File: config.mk
export PLATFORM = sky130hd
export DESIGN_NAME = enemy_scheduler
export DESIGN_NICKNAME = d
export VERILOG_FILES = /design/src/rtl/enemy_pkg.sv /design/src/rtl/enemy_slot_alloc.sv /design/src/rtl/enemy_scheduler.sv
export SDC_FILE = /design/constraint.sdc
export NUM_CORES = 1
export LEC_CHECK = 0
export BUFFER_PORTS_ARGS = -buffer_cell sky130_fd_sc_hd__buf_2
export CORE_MARGIN = 5
export CORE_UTILIZATION = 55
export DETAILED_ROUTE_END_ITERATION = 16
export HOLD_SLACK_MARGIN = 0.06
export PLACE_DENSITY = 0.8
export RECOVER_POWER = 50
export SYNTH_ARGS = -nofsm -noshare
export SYNTH_HDL_FRONTEND = slang
export SYNTH_SLANG_ARGS = --single-unit
File: constraint.sdc
create_clock -name clk -period 2.45 [get_ports clk]
set_input_delay 0.3675 -clock clk [delete_from_list [all_inputs] [get_ports clk]]
set_output_delay 0.3675 -clock clk [all_outputs]
set_load 0.005 [all_outputs]
File: src/rtl/enemy_pkg.sv
// Shared types and constants for the turtle enemy scheduler.
// ENEMY_SHELL_KILL_EN (optional) lets sliding shells free nearby walkers.
package enemy_pkg;

    typedef enum logic [1:0] {
        SlotFree  = 2'd0,
        SlotWalk  = 2'd1,
        SlotShell = 2'd2,
        SlotSlide = 2'd3
    } slot_st_e;

    typedef enum logic {
        FsmIdle,
        FsmSweep
    } fsm_e;

    localparam slot_st_e SlotFreeEnc = SlotFree;
    localparam int unsigned SlotIdxW = 3;
    localparam int unsigned KillDist = 16;

    // LSB position of a slot's x field inside the packed slot_x bus
    function automatic int unsigned slot_x_lsb(int unsigned slot, int unsigned x_w);
        return slot * x_w;
    endfunction

endpackage

File: src/rtl/enemy_slot_alloc.sv
// Lowest-index free-slot priority encoder used to place spawn requests.
module enemy_slot_alloc
    import enemy_pkg::*;
#(
    parameter int unsigned N_SLOTS = 4
) (
    input  logic [N_SLOTS-1:0]  free_i,
    output logic                found_o,
    output logic [SlotIdxW-1:0] slot_o
);

    always_comb begin
        found_o = 1'b0;
        slot_o  = '0;
        for (int i = int'(N_SLOTS) - 1; i >= 0; i--) begin
            if (free_i[i]) begin
                found_o = 1'b1;
                slot_o  = SlotIdxW'(i);
            end
        end
    end

endmodule

File: src/rtl/enemy_scheduler.sv
// Walks all enemy slots once per frame tick on a shared update engine and grants spawns.
// Define ENEMY_SHELL_KILL_EN to let a moving shell free walkers within KillDist pixels.
module enemy_scheduler
    import enemy_pkg::*;
#(
    parameter int unsigned N_SLOTS    = 4,
    parameter int unsigned X_W        = 11,
    parameter int unsigned X_MIN      = 0,
    parameter int unsigned X_MAX      = 1279,
    parameter int unsigned WALK_STEP  = 1,
    parameter int unsigned SLIDE_STEP = 4,
    parameter int unsigned WALK_DIV   = 8
) (
    input  logic                   clk,
    input  logic                   rstn,
    input  logic                   tick,
    input  logic                   spawn_req,
    input  logic [X_W-1:0]         spawn_x,
    output logic                   spawn_ack,
    output logic [2:0]             spawn_slot,
    input  logic                   stomp_valid,
    input  logic [2:0]             stomp_slot,
    output logic [N_SLOTS-1:0]     slot_active,
    output logic [N_SLOTS*X_W-1:0] slot_x,
    output logic [N_SLOTS-1:0]     slot_oriental,
    output logic [N_SLOTS-1:0]     collapsion_impulse,
    output logic [N_SLOTS-1:0]     press_impulse,
    output logic                   walk_anim,
    output logic                   busy,
    output logic                   overrun
);

    localparam int unsigned XEW   = X_W + 1;
    localparam int unsigned AnimW = (WALK_DIV > 1) ? $clog2(WALK_DIV) : 1;
    localparam logic [X_W:0] XMinE    = XEW'(X_MIN);
    localparam logic [X_W:0] XMaxE    = XEW'(X_MAX);
    localparam logic [X_W:0] XMinP1   = XEW'(X_MIN + 1);
    localparam logic [X_W:0] WStepE   = XEW'(WALK_STEP);
    localparam logic [X_W:0] SStepE   = XEW'(SLIDE_STEP);
    localparam logic [SlotIdxW:0] StompLim = (SlotIdxW + 1)'(N_SLOTS);

    fsm_e                         fsm_q, fsm_d;
    logic [SlotIdxW-1:0]          idx_q, idx_d;
    slot_st_e [N_SLOTS-1:0]       st_q, st_d;
    logic [N_SLOTS-1:0][X_W-1:0]  x_q, x_d;
    logic [N_SLOTS-1:0]           ori_q, ori_d, coll_q, coll_d;
    logic [N_SLOTS-1:0]           press_q, press_d, pend_q, pend_d;
    logic                         busy_q, busy_d, ovr_q, ovr_d;
    logic                         ack_q, ack_d, anim_q, anim_d;
    logic [SlotIdxW-1:0]          ack_slot_q, ack_slot_d;
    logic [AnimW-1:0]             anim_cnt_q, anim_cnt_d;

    logic [X_W:0]                 xe, xn, spawn_e;
    logic [X_W-1:0]               spawn_cl;
    logic [N_SLOTS-1:0]           free_mask;
    logic                         free_found;
    logic [SlotIdxW-1:0]          free_slot;
`ifdef ENEMY_SHELL_KILL_EN
    logic                         slide_mv;
    logic [X_W:0]                 slide_x, wx, dist;
`endif

    enemy_slot_alloc #(
        .N_SLOTS(N_SLOTS)
    ) u_alloc (
        .free_i (free_mask),
        .found_o(free_found),
        .slot_o (free_slot)
    );

    always_comb begin
        spawn_e = {1'b0, spawn_x};
        if (spawn_e + XEW'(1) < XMinP1) begin
            spawn_cl = XMinE[X_W-1:0];
        end else if (spawn_e > XMaxE) begin
            spawn_cl = XMaxE[X_W-1:0];
        end else begin
            spawn_cl = spawn_x;
        end
        for (int i = 0; i < int'(N_SLOTS); i++) begin
            free_mask[i]   = (st_q[i] == SlotFreeEnc);
            slot_active[i] = (st_q[i] != SlotFreeEnc);
        end
    end

    always_comb begin
        fsm_d      = fsm_q;
        idx_d      = idx_q;
        st_d       = st_q;
        x_d        = x_q;
        ori_d      = ori_q;
        coll_d     = coll_q;
        press_d    = press_q;
        pend_d     = pend_q;
        busy_d     = busy_q;
        ovr_d      = ovr_q;
        ack_d      = 1'b0;
        ack_slot_d = ack_slot_q;
        anim_d     = anim_q;
        anim_cnt_d = anim_cnt_q;
        xe         = '0;
        xn         = '0;
`ifdef ENEMY_SHELL_KILL_EN
        slide_mv   = 1'b0;
        slide_x    = '0;
        wx         = '0;
        dist       = '0;
`endif
        unique case (fsm_q)
            FsmIdle: begin
                // A tick outranks a spawn; the held request is granted on the next idle cycle
                if (tick) begin
                    fsm_d  = FsmSweep;
                    idx_d  = '0;
                    busy_d = 1'b1;
                    if (anim_cnt_q == AnimW'(WALK_DIV - 1)) begin
                        anim_cnt_d = '0;
                        anim_d     = ~anim_q;
                    end else begin
                        anim_cnt_d = anim_cnt_q + AnimW'(1);
                    end
                end else if (spawn_req && !ack_q && free_found) begin
                    ack_d      = 1'b1;
                    ack_slot_d = free_slot;
                    for (int i = 0; i < int'(N_SLOTS); i++) begin
                        if (free_slot == SlotIdxW'(i)) begin
                            st_d[i]   = SlotWalk;
                            x_d[i]    = spawn_cl;
                            ori_d[i]  = 1'b1;
                            pend_d[i] = 1'b0;
                        end
                    end
                end
            end
            FsmSweep: begin
                if (tick) ovr_d = 1'b1;
                for (int i = 0; i < int'(N_SLOTS); i++) begin
                    if (idx_q == SlotIdxW'(i)) begin
                        xe        = {1'b0, x_q[i]};
                        pend_d[i] = 1'b0;
                        if (pend_q[i]) begin
                            if (st_q[i] != SlotFree) press_d[i] = ~press_q[i];
                            case (st_q[i])
                                SlotWalk:  st_d[i] = SlotShell;
                                SlotShell: st_d[i] = SlotSlide;
                                SlotSlide: st_d[i] = SlotShell;
                                default:   st_d[i] = st_q[i];
                            endcase
                        end else if (st_q[i] == SlotWalk) begin
                            if (ori_q[i]) begin
                                if (xe < XMinE + WStepE) begin
                                    x_d[i]    = XMinE[X_W-1:0];
                                    ori_d[i]  = 1'b0;
                                    coll_d[i] = ~coll_q[i];
                                end else begin
                                    xn     = xe - WStepE;
                                    x_d[i] = xn[X_W-1:0];
                                end
                            end else begin
                                xn = xe + WStepE;
                                if (xn > XMaxE) begin
                                    x_d[i]    = XMaxE[X_W-1:0];
                                    ori_d[i]  = 1'b1;
                                    coll_d[i] = ~coll_q[i];
                                end else begin
                                    x_d[i] = xn[X_W-1:0];
                                end
                            end
                        end else if (st_q[i] == SlotSlide) begin
                            xn = ori_q[i] ? xe - SStepE : xe + SStepE;
                            if ((ori_q[i] && (xe < XMinE + SStepE)) || (!ori_q[i] && (xn > XMaxE))) begin
                                st_d[i] = SlotFree;
                            end else begin
                                x_d[i] = xn[X_W-1:0];
`ifdef ENEMY_SHELL_KILL_EN
                                slide_mv = 1'b1;
                                slide_x  = xn;
`endif
                            end
                        end
                    end
                end
`ifdef ENEMY_SHELL_KILL_EN
                if (slide_mv) begin
                    for (int j = 0; j < int'(N_SLOTS); j++) begin
                        if (st_q[j] == SlotWalk) begin
                            wx   = {1'b0, x_q[j]};
                            dist = (wx > slide_x) ? wx - slide_x : slide_x - wx;
                            if (dist < XEW'(KillDist)) st_d[j] = SlotFree;
                        end
                    end
                end
`endif
                if (idx_q == SlotIdxW'(N_SLOTS - 1)) begin
                    fsm_d  = FsmIdle;
                    busy_d = 1'b0;
                end else begin
                    idx_d = idx_q + SlotIdxW'(1);
                end
            end
            default: fsm_d = FsmIdle;
        endcase
        // Set after the visit clear so a stomp landing on its own update edge survives
        if (stomp_valid && ({1'b0, stomp_slot} < StompLim)) begin
            for (int i = 0; i < int'(N_SLOTS); i++) begin
                if (stomp_slot == SlotIdxW'(i)) pend_d[i] = 1'b1;
            end
        end
    end

    always_ff @(posedge clk or posedge rstn) begin
        if (rstn) begin
            fsm_q      <= FsmIdle;
            idx_q      <= '0;
            for (int i = 0; i < int'(N_SLOTS); i++) st_q[i] <= SlotFree;
            x_q        <= '0;
            ori_q      <= '1;
            coll_q     <= '0;
            press_q    <= '0;
            pend_q     <= '0;
            busy_q     <= 1'b0;
            ovr_q      <= 1'b0;
            ack_q      <= 1'b0;
            ack_slot_q <= '0;
            anim_q     <= 1'b0;
            anim_cnt_q <= '0;
        end else begin
            fsm_q      <= fsm_d;
            idx_q      <= idx_d;
            st_q       <= st_d;
            x_q        <= x_d;
            ori_q      <= ori_d;
            coll_q     <= coll_d;
            press_q    <= press_d;
            pend_q     <= pend_d;
            busy_q     <= busy_d;
            ovr_q      <= ovr_d;
            ack_q      <= ack_d;
            ack_slot_q <= ack_slot_d;
            anim_q     <= anim_d;
            anim_cnt_q <= anim_cnt_d;
        end
    end

    assign spawn_ack          = ack_q;
    assign spawn_slot         = ack_slot_q;
    assign slot_x             = x_q;
    assign slot_oriental      = ori_q;
    assign collapsion_impulse = coll_q;
    assign press_impulse      = press_q;
    assign walk_anim          = anim_q;
    assign busy               = busy_q;
    assign overrun            = ovr_q;

endmodule

== Word-level counts from Yosys, hierarchy flattened ==
Cells that the tools add are included.
Cells by class
  $lt $le $gt $ge: 19
  muxes and demuxes: 156
  add/subtract/negate cells: 19
  bitwise logic cells: 15
  reduce and logical (&&, ||, !) cells: 65
  eq/ne operators: 70
Operators with widths (count)
  2-to-1 mux 11 bit: 38
  > comparator 12 x 11 -> 1 bit, second input constant: 8
  2-to-1 mux 44 bit: 2
  one-hot mux 44 bit (2 select lines): 1
  2-to-1 mux 1 bit: 63
  adder 11 x 1 -> 12 bit, second input constant: 5
  2-to-1 mux 2 bit: 28
  adder 11 x 3 -> 12 bit, second input constant: 4
  2-to-1 mux 12 bit: 4
  AND reduction 6 bit: 8
  subtractor 11 x 3 -> 12 bit, second input constant: 4
  less-than comparator 11 x 1 -> 1 bit, second input constant: 4
  less-than comparator 11 x 3 -> 1 bit, second input constant: 4
  subtractor 11 x 1 -> 11 bit, second input constant: 4
  != test 3 x 1 -> 1 bit, second input constant: 12
  AND reduction 8 bit: 4
  AND reduction 7 bit: 4
  != test 2 x 1 -> 1 bit, second input constant: 12
  != test 2 bit, second input constant: 12
  != test 3 bit, second input constant: 8
  2-to-1 mux 4 bit: 5
  equality test 3 x 2 -> 1 bit, second input constant: 6
  equality test 2 bit, second input constant: 8
  2-to-1 mux 8 bit: 2
  25 further kinds: 94
Storage, ports and cells
  bits in registers: 82
  word-level logic and storage cells: 373
  bits of input ports: 19

== Logic depth before layout (Yosys ltp) ==
  word-level depth: 12
  gate-level depth with buffers: 11
  mapped depth without buffers: 9

== By module ==
A second synthesis with hierarchy kept.
Second synthesis, totals
  cell total of the unflattened synthesis: 1046
  area, all modules: 7957.6 µm²
By module, submodules not included
  enemy_scheduler: cells an instance 1037, seq. area each 2057.0 µm², instances 1, area an instance 7911.3 µm²
  enemy_slot_alloc: cells an instance 9, seq. area each 0.0 µm², instances 1, area an instance 46.3 µm²

== Worst setup path after synthesis ==
No wires, ideal clock.
  path kind: register -> register
  start: register x_q, in the netlist slot_x[13]
  end: register x_q, in the netlist slot_x[13]
  required time: 2.325 ns
  path slack: -0.213 ns
  cell stages (with the launch flop): 8
  arrival time: 2.538 ns
  setup time: 0.125 ns
  path buffers: 0
  cells stage by stage: dfrtp_1 or4b_2 o21ai_2 and2_1 o311ai_0 a211o_1 a21oi_4 mux2_2
On the way
  cells in the longest elaborated chain, start to end: 8
  elaborated cells on any way between the ends: 23
  those cells by class: 4 x add/sub; 4 x order compare; 1 x eq/ne; 10 x mux; 4 x reduce/logical
Ends and longest elaborated chain
  start: declaration: RTL line enemy_scheduler.sv:45  | logic [N_SLOTS-1:0][X_W-1:0] x_q, x_d;
  start signal: assignment: RTL line enemy_scheduler.sv:216  | x_q <= '0;
  start signal: assignment: RTL line enemy_scheduler.sv:231  | x_q <= x_d;
  adder 11 x 1 -> 12 bit (tied with other cells): RTL line enemy_scheduler.sv:160  | xn = xe + WStepE;
  > comparator 12 x 11 -> 1 bit or 2-to-1 mux 12 bit (tied branches): RTL line enemy_scheduler.sv:161, enemy_scheduler.sv:170
  2-to-1 mux 11 bit, on equally long branches: RTL line enemy_scheduler.sv:161, enemy_scheduler.sv:171
  2-to-1 mux 11 bit, on equally long branches: RTL line enemy_scheduler.sv:150, enemy_scheduler.sv:169
  2-to-1 mux 11 bit: RTL line enemy_scheduler.sv:149  | end else if (st_q[i] == SlotWalk) begin
  2-to-1 mux 11 bit: RTL line enemy_scheduler.sv:141  | if (pend_q[i]) begin
  2-to-1 mux 11 bit: RTL line enemy_scheduler.sv:138  | if (idx_q == SlotIdxW'(i)) begin
  one-hot mux 44 bit (2 select lines): RTL line enemy_scheduler.sv:109  | unique case (fsm_q)
Several ways; a longest one is shown, not always the timed one. The select of a mux whose other input is x is not followed.
A chain may end at the register's enable or synchronous reset.

== Worst setup path in the final report ==
  start: register x_q, in the netlist slot_x[33]
  end: register x_q, in the netlist slot_x[41]
The elaborated chain is that of the path after synthesis.

==> metrics.txt <==
diode count=0; Worst Setup End Kind=flop; post-route ant nets=0; dpl cell area=9870 um2; CP bufs+invs=2; Die W=128 um; Placer Congestion=0.973; Post-DP HPWL=21,400 um; # setup viols final=32; Pwr per Cell Area=1340 nW/um2; initial antenna violation count=0; DRC violations left=0; Worst-Margin Slew=1.23 ns; IO Port Bufs=84; largest net degree at the start of global routing=58; Crit Path Category=reg2reg; RSZ-0062 raised after global routing=true; final instance area=10,900 um2; # clock sinks=81; crit path max fanout=7; final worst slack=-0.431 ns; GR Util All Layers=35.6%; final hold vios=0; nets@finish=1,315; Simple-Gate Fraction of Synth Area=25.9%; slew margin rel.=17.6%; Clock power frac=9.9%; startpoint types=flop; Worst-path clk slew=0.07 ns; grt total ovfl=0; hold_buf cts=0; Critical Path RT=2.75 ns; mux contribution to synthesized area=6.19%; synth unique cells=83; CTS tree=yes; critical-path cell list=buf_4, inv_1, ha_1, nand3b_1, nor4_1, xnor2_1, or3_1, nand4_1, mux2_4; CP peak stage delay=0.74 ns; Mapped Cells=996; XOR/XNOR Fraction of Synth Area=5.46%; Synth Area in Adders=3.73%; via/cell ratio=6.90; core area=13,800 um2; synthesized area=7700 um2; yosys warns=0; Detailed Route Iter0 Violations=1,617; CTS H-tree lvls=3; Sw Ratio=49.0%; # Max-Cap Violations=0; sequential power share=19.2%; internal power=0.00744 W; Layout area overhead=41.7%; #FFs+latches synth=81; WHS=0.249 ns; Comb power frac=70.9%; WL/cell=22.3 um; total number of vias=10,062; Synth Area in Compound Gates=26.7%; CP top delay family=simple AND/OR/NAND/NOR gates; Slew Viols, Final=0; ys async rst share=100%; share of cells above drive strength 1=37.2%; VDD IR-drop max=0.683 mV; Initial Util=55.7%; sequential fraction of the synthesis area=26.4%; slowest CP cell=nor4_1; total CTS buffers=9; net count after synthesis=1,038; vias in the first global route=9,088; Sw Pwr=0.00716 W; status=finished, violations left; syn_area_per_cell=7.74 um2; # IOs=86; fill count=893; Peak Freq=347 MHz; Lkg Pwr=4.75 nW; Max Root-Sink Buffers=2; Design Power=0.0146 W; 1st-pass router iterations=7; skew final=0.00999 ns; die footprint=16,500 um2; # rows=43; top_reg_cell synth=dfrtp_1; CP arrival=3.18 ns; Root Driver=clkbuf_16; final WL=32,600 um; worst skew pair latency=0.36 ns; worst min path class=in2async; height of the die=128 um; EDFF count, synth=0; largest family of logic cells by synthesized area=compound AO/OA/AOI/OAI gates; Final Critical Period=2.88 ns; failing checks=negative setup slack; Tcrit/Tclk final=118%; first-pass GRT wire length=47,000 um
[final timing paths]
| path | start | to | slack (ns) | cells past startpoint |
|---|---|---|---|---|
| max | slot_x[33] | slot_x[41] | -0.43 | 9 |
| min | rstn | slot_x[13] | 0.25 | 2 |
| max reg2reg | slot_x[33] | slot_x[41] | -0.43 | 9 |
| min reg2reg | overrun | overrun | 0.46 | 1 |
| max in group asynchronous | rstn | slot_x[16] | 0.72 | 3 |
| min in group clk | stomp_slot[1] | pend_q[1] | 0.26 | 2 |
[cell usage after synthesis, drive strengths merged (6+ instances only)]
| master | n | share of area (%) |
|---|---|---|
| xnor2 | 33 | 3.8 |
| inv | 47 | 2.3 |
| dfrtp | 77 | 25 |
| nand2b | 6 | 0.49 |
| or2 | 10 | 0.81 |
| mux2 | 28 | 4.2 |
| o22ai | 11 | 0.89 |
| buf | 17 | 1.0 |
| and2 | 6 | 0.49 |
| nor2 | 79 | 3.9 |
| or4 | 8 | 0.83 |
| o21ai | 84 | 5.7 |
| clkbuf | 47 | 2.3 |
| o221ai | 8 | 0.91 |
| xor2 | 15 | 1.7 |
| nand3 | 41 | 2.7 |
| nand3b | 9 | 0.88 |
| and3 | 9 | 0.73 |
| nand2 | 92 | 4.5 |
| nor4 | 14 | 1.1 |
| o32ai | 7 | 0.80 |
| a21o | 6 | 0.58 |
| or3 | 13 | 1.1 |
| o31ai | 10 | 0.97 |
| nor3 | 36 | 2.3 |
| nor2b | 10 | 0.81 |
| a211oi | 9 | 0.88 |
| o21a | 7 | 0.68 |
| ha | 23 | 3.7 |
| nand4 | 21 | 1.7 |
| a31oi | 31 | 2.5 |
| a21oi | 59 | 4.0 |
| mux2i | 15 | 1.9 |
[layer usage]
layer | wire (um) | GRT usage, % | vias to the layer above
li1 | - | - | 4289
met1 | 11700 | 44.8 | 4678
met2 | 14900 | 57.7 | 841
met3 | 3620 | 7.85 | 254
met4 | 2290 | 18.0 | 0
met5 | 0 | 0 | -
[kinds of logic (layout without fill, tap and decap cells)]
| family | after synthesis | in the layout |
|---|---|---|
| flops | 81 | 81 |
| mux | 43 | 43 |
| xor+xnor | 48 | 48 |
| compound gates | 305 | 305 |
| simple gates | 384 | 384 |
| fa+ha+maj | 23 | 23 |
| buf+inv | 111 | 393 |
| other cells | 1 | 1 |
[worst reg2reg max path: cells and delay by family (launching register included)]
family / cells / cell delay, ns
muxes: 1 / 0.15
adders and majority gates: 1 / 0.27
xor gates and xnor gates: 1 / 0.28
and+or+nand+nor: 4 / 1.45
buffers and inverters: 2 / 0.29
DFF: 1 / 0.38
[power groups by stage]
| stage | Clock [W] | Sequential [W] | Combinational, W |
|---|---|---|---|
| 2_1_floorplan | 0 | 0.00258 | 0.00533 |
| 3_3_place_gp | 0 | 0.00270 | 0.00871 |
| 3_5_place_dp | 0 | 0.00272 | 0.00889 |
| 4_1_cts | 0.00142 | 0.00273 | 0.00920 |
| 5_1_grt | 0.00148 | 0.00286 | 0.0110 |
| 6_report | 0.00144 | 0.00281 | 0.0104 |
[what timing repair did]
item,4_1_cts,5_1_grt
buffers inserted,10,28
gates cloned,0,1
setup endpoints to repair,31,43
pin swaps,10,25
resized for setup,32,66
[layout by cell type (no fill, tap or decap), drive strengths merged, types with 8 or more instances in the layout]
master | netlist | routed
and3 | 9 | 9
or4 | 8 | 8
nand3b | 9 | 9
o22ai | 11 | 11
or3 | 13 | 13
nand4 | 21 | 21
nor3 | 36 | 36
o221ai | 8 | 8
nand3 | 41 | 41
mux2i | 15 | 15
xnor2 | 33 | 33
o31ai | 10 | 10
buf | 17 | 322
xor2 | 15 | 15
a21oi | 59 | 59
clkbuf | 47 | 17
mux2 | 28 | 28
inv | 47 | 47
a31oi | 31 | 31
dfrtp | 77 | 77
nor4 | 14 | 14
nand2 | 92 | 92
ha | 23 | 23
o21ai | 84 | 84
a211oi | 9 | 9
nor2 | 79 | 79
nor2b | 10 | 10
or2 | 10 | 10
[cell type report]
cell class,instances,area (um2),share of cell area [%]
tap,180,225,2.06
clock buffer,9,225,2.06
clock inverter,7,80.1,0.734
inverter,47,183,1.67
timing repair buffer,330,2350,21.5
multi-input combinational,804,5810,53.2
sequential,81,2040,18.7
[sequential cells by signal (all words and copies together) (netlist names)]
signal	flops
anim_cnt_q	3
busy	1
collapsion_impulse	4
fsm_q	1
idx_q	3
overrun	1
pend_q	4
press_impulse	4
slot_oriental	4
slot_x	44
spawn_ack	1
spawn_slot	2
st_q	8
walk_anim	1
[per-stage QoR]
stage	util, %	setup TNS, ns	instances	setup WS, ns
2_1_floorplan	-	-0.578	996	-0.110
3_3_place_gp	71.4	-0.583	1404	-0.0471
3_5_place_dp	71.4	-2.95	1404	-0.204
4_1_cts	75.2	-0.866	1430	-0.105
5_1_grt	79.0	-4.55	1458	-0.554
6_report	79.0	-2.95	1458	-0.431
Note: power is estimated with default switching activity, not from simulation.
